<file path="config.mk">
export PLATFORM = sky130hd
export DESIGN_NAME = dct_coef_reader
export DESIGN_NICKNAME = d
export VERILOG_FILES = /design/src/rtl/dct_mem_pkg.sv /design/src/rtl/dct_coef_fifo2.sv /design/src/rtl/dct_coef_reader.sv
export SDC_FILE = /design/constraint.sdc
export NUM_CORES = 1
export LEC_CHECK = 0
export BUFFER_PORTS_ARGS = -buffer_cell sky130_fd_sc_hd__buf_2
export CAP_MARGIN = 20
export CORE_MARGIN = 2
export CORE_UTILIZATION = 52
export DETAILED_ROUTE_END_ITERATION = 8
export PLACE_DENSITY = 0.79
export SLEW_MARGIN = 20
export SYNTH_ARGS = -nofsm -noshare
export SYNTH_HDL_FRONTEND = slang
export SYNTH_SLANG_ARGS = --single-unit
export TNS_END_PERCENT = 20
</file>
<file path="constraint.sdc">
create_clock -name clk -period 17 [get_ports clk]
set_input_delay 2.55 -clock clk [delete_from_list [all_inputs] [get_ports clk]]
set_output_delay 2.55 -clock clk [all_outputs]
set_load 0.01 [all_outputs]
</file>
<file path="src/rtl/dct_mem_pkg.sv">
// Shared definitions for the DCT coefficient SRAM read path.
// Provides the memory geometry constants, the reader FSM state type, the
// buffer entry layout and a helper that extracts one coefficient from a row.
package dct_mem_pkg;

    localparam int unsigned ADDR_W       = 15;
    localparam int unsigned DATA_W       = 80;
    localparam int unsigned COEF_W       = 10;
    localparam int unsigned NUM_WORDS    = 32768;
    localparam int unsigned ROWS_PER_BLK = 8;

    typedef enum logic [1:0] {
        IDLE  = 2'd0,
        READ  = 2'd1,
        DRAIN = 2'd2,
        DONE  = 2'd3
    } state_e;

    // One buffered row word together with its framing flags.
    typedef struct packed {
        logic              last;
        logic              eob;
        logic              sof;
        logic [DATA_W-1:0] data;
    } entry_t;

    // Coefficient k of a row word lives at bits [k*COEF_W +: COEF_W].
    function automatic logic signed [COEF_W-1:0] get_coef(input logic [DATA_W-1:0] row,
                                                          input int unsigned       k);
        return row[k*COEF_W +: COEF_W];
    endfunction

endpackage

</file>
<file path="src/rtl/dct_coef_fifo2.sv">
// Two-entry registered FIFO used to absorb SRAM read latency and consumer
// backpressure in the coefficient reader.
// Ports:
//   clk, reset      - clock, synchronous active-high reset (clears storage)
//   push_i, din_i   - write strobe and entry
//   pop_i           - read strobe (head is dropped at the clock edge)
//   dout_o          - current head entry
//   full_o, empty_o - occupancy status
// A push while full is accepted only together with a pop.
module dct_coef_fifo2 #(
    parameter int unsigned W = dct_mem_pkg::DATA_W + 3
) (
    input  logic         clk,
    input  logic         reset,
    input  logic         push_i,
    input  logic [W-1:0] din_i,
    input  logic         pop_i,
    output logic [W-1:0] dout_o,
    output logic         full_o,
    output logic         empty_o
);
    import dct_mem_pkg::*;

    logic [W-1:0] mem_q [2];
    logic         wptr_q;
    logic         rptr_q;
    logic [1:0]   cnt_q;
    logic         do_push;
    logic         do_pop;

    assign do_pop  = pop_i && (cnt_q != 2'd0);
    assign do_push = push_i && ((cnt_q != 2'd2) || do_pop);

    always_ff @(posedge clk) begin
        if (reset) begin
            for (int unsigned i = 0; i < 2; i++) begin
                mem_q[i] <= '0;
            end
            wptr_q <= 1'b0;
            rptr_q <= 1'b0;
            cnt_q  <= '0;
        end else begin
            if (do_push) begin
                mem_q[wptr_q] <= din_i;
                wptr_q        <= ~wptr_q;
            end
            if (do_pop) begin
                rptr_q <= ~rptr_q;
            end
            case ({do_push, do_pop})
                2'b10:   cnt_q <= cnt_q + 2'd1;
                2'b01:   cnt_q <= cnt_q - 2'd1;
                default: cnt_q <= cnt_q;
            endcase
        end
    end

    assign dout_o  = mem_q[rptr_q];
    assign full_o  = (cnt_q == 2'd2);
    assign empty_o = (cnt_q == 2'd0);

endmodule

</file>
<file path="src/rtl/dct_coef_reader.sv">
// Streams the 2D-DCT coefficient SRAM out row by row after DCT completion.
// Each 80-bit row word is presented on a valid/ready interface in raster
// block order with sof (row 0), eob (row 7) and last (final address) flags.
// Ports:
//   clk, reset            - clock, synchronous active-high reset
//   start / busy / done   - run control: start pulse, run-in-progress, end pulse
//   mem_cen/wen/addr      - SRAM control (active-low; write enable tied high)
//   mem_rdata             - SRAM data, valid one cycle after mem_cen=0
//   out_valid / out_ready - output handshake
//   out_data              - coefficient row, coef k at [k*COEF_W +: COEF_W]
//   out_sof/eob/last      - framing flags for the presented word
//   checksum              - running XOR of accepted words
// Build option: DCT_READER_CHECKSUM_EN enables the checksum register;
// without it checksum is tied to zero.
module dct_coef_reader #(
    parameter int unsigned NUM_WORDS    = dct_mem_pkg::NUM_WORDS,
    parameter int unsigned ROWS_PER_BLK = dct_mem_pkg::ROWS_PER_BLK
) (
    input  logic                            clk,
    input  logic                            reset,
    input  logic                            start,
    output logic                            busy,
    output logic                            done,
    output logic                            mem_cen,
    output logic                            mem_wen,
    output logic [dct_mem_pkg::ADDR_W-1:0]  mem_addr,
    input  logic [dct_mem_pkg::DATA_W-1:0]  mem_rdata,
    output logic                            out_valid,
    input  logic                            out_ready,
    output logic [dct_mem_pkg::DATA_W-1:0]  out_data,
    output logic                            out_sof,
    output logic                            out_eob,
    output logic                            out_last,
    output logic [dct_mem_pkg::DATA_W-1:0]  checksum
);
    import dct_mem_pkg::*;

    localparam int unsigned       RB_W      = $clog2(ROWS_PER_BLK);
    localparam logic [ADDR_W-1:0] LAST_ADDR = ADDR_W'(NUM_WORDS - 1);

    state_e            state_q;
    logic              busy_q;
    logic              done_q;
    logic [ADDR_W-1:0] addr_q;
    logic [ADDR_W-1:0] addr_hold_q;
    logic              rvalid_q;
    logic              rsof_q;
    logic              reob_q;
    logic              rlast_q;

    logic              issue;
    logic              pop;
    logic              fifo_full;
    logic              fifo_empty;
    logic [1:0]        occ;
    logic [2:0]        proj;
    entry_t            fifo_din;
    entry_t            fifo_dout;

    // A read issued now lands in the buffer two edges later. It is safe if the
    // buffer, after this cycle's pop and the already in-flight word, still has
    // a free slot assuming no further pops; counting this cycle's pop is what
    // sustains one word per cycle with out_ready held high.
    always_comb begin
        occ   = fifo_full ? 2'd2 : (fifo_empty ? 2'd0 : 2'd1);
        proj  = {1'b0, occ} + {2'b00, rvalid_q} - {2'b00, pop};
        issue = (state_q == READ) && (proj < 3'd2);
    end

    assign pop      = out_valid && out_ready;
    assign mem_cen  = ~issue;
    assign mem_wen  = 1'b1;
    assign mem_addr = issue ? addr_q : addr_hold_q;

    always_ff @(posedge clk) begin
        if (reset) begin
            state_q     <= IDLE;
            busy_q      <= 1'b0;
            done_q      <= 1'b0;
            addr_q      <= '0;
            addr_hold_q <= '0;
            rvalid_q    <= 1'b0;
            rsof_q      <= 1'b0;
            reob_q      <= 1'b0;
            rlast_q     <= 1'b0;
        end else begin
            done_q   <= 1'b0;
            rvalid_q <= issue;
            if (issue) begin
                rsof_q      <= (addr_q[RB_W-1:0] == '0);
                reob_q      <= (addr_q[RB_W-1:0] == '1);
                rlast_q     <= (addr_q == LAST_ADDR);
                addr_q      <= addr_q + ADDR_W'(1);
                addr_hold_q <= addr_q;
            end
            case (state_q)
                IDLE: begin
                    if (start) begin
                        state_q <= READ;
                        busy_q  <= 1'b1;
                        addr_q  <= '0;
                    end
                end
                READ: begin
                    if (issue && (addr_q == LAST_ADDR)) begin
                        state_q <= DRAIN;
                    end
                end
                DRAIN: begin
                    if (pop && fifo_dout.last) begin
                        state_q <= DONE;
                        busy_q  <= 1'b0;
                        done_q  <= 1'b1;
                    end
                end
                DONE: begin
                    state_q <= IDLE;
                end
                default: begin
                    state_q <= IDLE;
                end
            endcase
        end
    end

    assign fifo_din = '{last: rlast_q, eob: reob_q, sof: rsof_q, data: mem_rdata};

    dct_coef_fifo2 #(
        .W($bits(entry_t))
    ) u_fifo (
        .clk    (clk),
        .reset  (reset),
        .push_i (rvalid_q),
        .din_i  (fifo_din),
        .pop_i  (pop),
        .dout_o (fifo_dout),
        .full_o (fifo_full),
        .empty_o(fifo_empty)
    );

    assign busy      = busy_q;
    assign done      = done_q;
    assign out_valid = ~fifo_empty;
    assign out_data  = fifo_dout.data;
    assign out_sof   = out_valid & fifo_dout.sof;
    assign out_eob   = out_valid & fifo_dout.eob;
    assign out_last  = out_valid & fifo_dout.last;

`ifdef DCT_READER_CHECKSUM_EN
    logic [DATA_W-1:0] csum_q;
    logic [DATA_W-1:0] csum_d;

    always_comb begin
        csum_d = csum_q;
        if ((state_q == IDLE) && start) begin
            csum_d = '0;
        end else if (pop) begin
            csum_d = csum_q ^ out_data;
        end
    end

    always_ff @(posedge clk) begin
        if (reset) begin
            csum_q <= '0;
        end else begin
            csum_q <= csum_d;
        end
    end

    assign checksum = csum_q;
`else
    assign checksum = '0;
`endif

endmodule

</file>
==> parameters.txt <==
Parameter                              Value

Status
  Outcome    finished clean

Cells and area
  Nets@finish    1025
  Number of inserted filler cells in the final layout    1480
  Proportion of layout cells with a drive suffix above 1    34.3%
  Final antenna diode count    0
  Synthesis-to-finish area growth    16.4%

Clock tree
  Deepest clock path buffer count    3
  Number of resized instances in the post-cts repair step    0
  Source-to-sink clock delay at the later pin of the worst-skew pair    0.49 ns
  Post CTS Setup Buffer Count    0
  Depth of the CTS H-tree    1
  Clock tree from TritonCTS    built
  Post-CTS Hold Fix Bufs    0
  Total number of clock tree sinks    209
  Clock root buffer master    sky130_fd_sc_hd__clkbuf_16
  Cts bufs inserted    23
  Clk slew on worst S/H paths    0.05 ns

Setup path
  Register-to-register setup slack    13.69 ns
  Beginning of the worst register-to-register path    u_fifo.cnt_q[0]$_SDFFE_PP0P_
  CP endpoint kind    primary output
  Critical-path cell with the highest stage delay    sky130_fd_sc_hd__nand2_1
  Slowest Stage Delay on Critical Path    0.62 ns
  Critical path launch point type    input pin
  R2R cell count    6
  Cell-by-cell listing of the critical path    buf_2, o21ai_0, inv_1, ha_1, nor2b_1, ha_1, nor2b_1, nand2_1, o21ai_0, buf_2
  Crit path DAT    5.16 ns
  Peak fanout along the critical path    23
  Worst reg2reg path endpoint    u_fifo.mem_q[1][45]$_SDFFCE_PN0P_
  Category of the most critical setup path    in2out
  Required time at the worst-slack endpoint    14.45 ns

Route
  DRC violation total after the first TritonRoute iteration    295
  Number of nets with antenna violations after routing    0
  Routed Wire Length    18.6 mm
  Router iterations before antenna repair    4
  DRC violations left    0
  Vias/cell    4.96
  Total via count after detailed routing    5862
  Average detailed-routed wire length per instance    15.7 µm

Floorplan
  Row count    50
  I/O pin count    267
  Area of the core    18500 µm²
  Die area    19800 µm²
  Initial core utilization    52.6%
  Chip height    141 µm
  Die width    141 µm

STA
  Endpoints failing hold    0
  Post-Route Setup TNS    0 ns
  RSZ-0062 raised after global routing    no
  Highest Clock Rate    0.130 GHz
  Final-report setup violation count    0
  Min Hold Slack    0.465 ns
  Final count of pins violating max slew    0
  Max-slew headroom    38.1%
  Post-route fraction of the period consumed by the critical path    45.3%
  Slew at the pin closest to its max-slew limit    0.929 ns
  Fin Clk Skew    0.00990 ns
  Minimum clock period after layout    7.71 ns
  Post-layout worst setup margin    9.29 ns

Power
  Max VDD drop    0.0856 mV
  Leakage Power    4.81 nW
  Power Dens Cells    121 nW/µm²

Global route
  GR Util All Layers    18.0%
  Vias in the first global route    5738
  First-pass GRT wire length    28.4 mm
  Initial antenna violation count    0
  Largest net degree at the start of global routing    85
  Global route total overflow    0

Synth
  Portion of synthesized cell area occupied by the leading cell type    51.2%
  Largest area contributor in the synthesized netlist    sky130_fd_sc_hd__edfxtp_1
  Count of state elements after synthesis    209
  Async S/R FF share, synth    0%
  Top post-synthesis cells by area    sky130_fd_sc_hd__edfxtp_1 51%, sky130_fd_sc_hd__and2_1 11%, sky130_fd_sc_hd__mux2_2 11%
  Commonest cells in the synthesized netlist    167 x sky130_fd_sc_hd__and2_1, 166 x sky130_fd_sc_hd__edfxtp_1, 92 x sky130_fd_sc_hd__mux2_2
  Distinct cell type count of the synthesized netlist    43
  Sequential-to-total area share from yosys stat    60.0%
  Library cell with the highest instance count after synthesis    sky130_fd_sc_hd__and2_1
  Yosys synthesis warning count    0
  Synthesized netlist cell count    754
  Average size of a mapped cell    12.9 µm²
  Netlist Area Pre-Place    9740 µm²
  Number of enable-type register cells in the synthesized netlist    166
  Primary flip-flop cell chosen by synthesis mapping    sky130_fd_sc_hd__edfxtp_1

Place
  Worst setup slack before clock tree synthesis    9.32 ns
  Global placement routability congestion    0.819
  IO Port Bufs    185
  Dpl hpwl    11.6 mm

Min path
  Min-delay src    rsof_q$_SDFFE_PP0P_
  End of the worst hold path    rsof_q$_SDFFE_PP0P_
  Worst hold path cell count    2
  Hold WC Path Type    reg2reg

Flow run
  Number of violations of the max-capacitance limit    0
## metrics by stage
step,cells,total power (W),util [%],area (µm²)
6_report,1181,0.00137,61.2,11300
5_1_grt,1181,0.00143,61.2,11300
4_1_cts,1181,0.00138,61.2,11300
3_5_place_dp,1141,0.000884,57.1,10600
3_3_place_gp,1141,0.000878,57.1,10600
2_1_floorplan,833,0.000814,-,10000
## sequential cells by signal, summed over array words and instances (netlist names), named ones only
name           cells
rvalid_q           1
rsof_q             1
rlast_q            1
done               1
reob_q             1
addr_hold_q       15
u_fifo.mem_q     166
addr_q            15
u_fifo.wptr_q      1
busy               1
state_q            2
u_fifo.rptr_q      1
u_fifo.cnt_q       2
## power breakdown
| part | internal [W] | leakage (nW) | total, W | switching, W |
|---|---|---|---|---|
| Clock | 0.000306 | 0.368 | 0.000495 | 0.000189 |
| Combinational | 0.000105 | 2.37 | 0.000247 | 0.000142 |
| Sequential | 0.000607 | 2.07 | 0.000624 | 0.0000171 |
## how the worst max path moves through the flow
stage / startpoint / endpoint / slack (ns) / cells past startpoint
floorplan: out_ready / u_fifo.mem_q[0][0]$_SDFFCE_PN0P_ / 9.92 / 2
global placement: out_ready / mem_addr[13] / 9.39 / 10
detailed placement: out_ready / mem_addr[12] / 9.32 / 10
CTS: out_ready / mem_addr[12] / 9.29 / 10
global route: out_ready / mem_addr[12] / 9.04 / 10
finish: out_ready / mem_addr[12] / 9.29 / 10
## cell type report
cell class | instances | area, µm² | share of cell area, %
tap | 234 | 293 | 2.58
sequential | 209 | 5850 | 51.6
multi-input combinational | 499 | 3440 | 30.3
clock buffer | 24 | 579 | 5.11
clock inverter | 16 | 178 | 1.57
timing repair buffer | 190 | 963 | 8.50
inverter | 9 | 33.8 | 0.298
## placed cells by master, fill, tap and decap left out, types with 2 or more instances in the layout
cell type                     n
sky130_fd_sc_hd__a211o_1      2
sky130_fd_sc_hd__a21oi_1     13
sky130_fd_sc_hd__and2_1     167
sky130_fd_sc_hd__and3_1       3
sky130_fd_sc_hd__and4_1       3
sky130_fd_sc_hd__buf_2      185
sky130_fd_sc_hd__buf_4        5
sky130_fd_sc_hd__bufinv_16    4
sky130_fd_sc_hd__clkbuf_16   23
sky130_fd_sc_hd__clkinv_1     7
sky130_fd_sc_hd__clkinv_2     3
sky130_fd_sc_hd__conb_1      81
sky130_fd_sc_hd__dfxtp_1     42
sky130_fd_sc_hd__edfxtp_1   166
sky130_fd_sc_hd__ha_1         9
sky130_fd_sc_hd__inv_1        9
sky130_fd_sc_hd__mux2_2      92
sky130_fd_sc_hd__mux2i_1      8
sky130_fd_sc_hd__nand2_1     12
sky130_fd_sc_hd__nand2b_1     3
sky130_fd_sc_hd__nand3_1      4
sky130_fd_sc_hd__nand3b_1     2
sky130_fd_sc_hd__nand4_1      5
sky130_fd_sc_hd__nor2_1      21
sky130_fd_sc_hd__nor2b_1     19
sky130_fd_sc_hd__nor3_1       3
sky130_fd_sc_hd__nor3b_1      3
sky130_fd_sc_hd__o21ai_0     13
sky130_fd_sc_hd__o31ai_1      2
sky130_fd_sc_hd__or2_2        3
sky130_fd_sc_hd__or3_1        6
sky130_fd_sc_hd__or4_1        2
sky130_fd_sc_hd__xnor2_1      4
sky130_fd_sc_hd__xor2_1       5
## critical path, delay by kind of cell
| kind | cells | cell delay [ns] |
|---|---|---|
| buffers and inverters | 3 | 0.41 |
| AND/OR/NAND/NOR | 3 | 1.02 |
| AO/OA/AOI/OAI | 2 | 0.63 |
| adder cells (fa/ha/maj) | 2 | 0.53 |
## logic make-up (layout without fill, tap and decap cells)
| family | Yosys count | after routing | share of synthesized area, % |
|---|---|---|---|
| AND/OR/NAND/NOR | 263 | 263 | 16.2 |
| other | 2 | 81 | 0.0771 |
| AO/OA/AOI/OAI | 37 | 37 | 2.29 |
| XOR/XNOR | 9 | 9 | 0.809 |
| adder cells (fa/ha/maj) | 9 | 9 | 1.16 |
| buffers and inverters | 125 | 239 | 7.98 |
| multiplexers | 100 | 100 | 11.5 |
| flip-flops | 209 | 209 | 60.0 |
## metal layers
| layer | vias up | track usage (%) | wire length [µm] |
|---|---|---|---|
| met5 | - | 0 | 0 |
| met3 | 32 | 4.28 | 1300 |
| met4 | 0 | 5.00 | 367 |
| met2 | 161 | 33.4 | 9570 |
| met1 | 2858 | 20.6 | 7340 |
| li1 | 2811 | - | - |
Note: power is estimated with default switching activity, not from simulation.
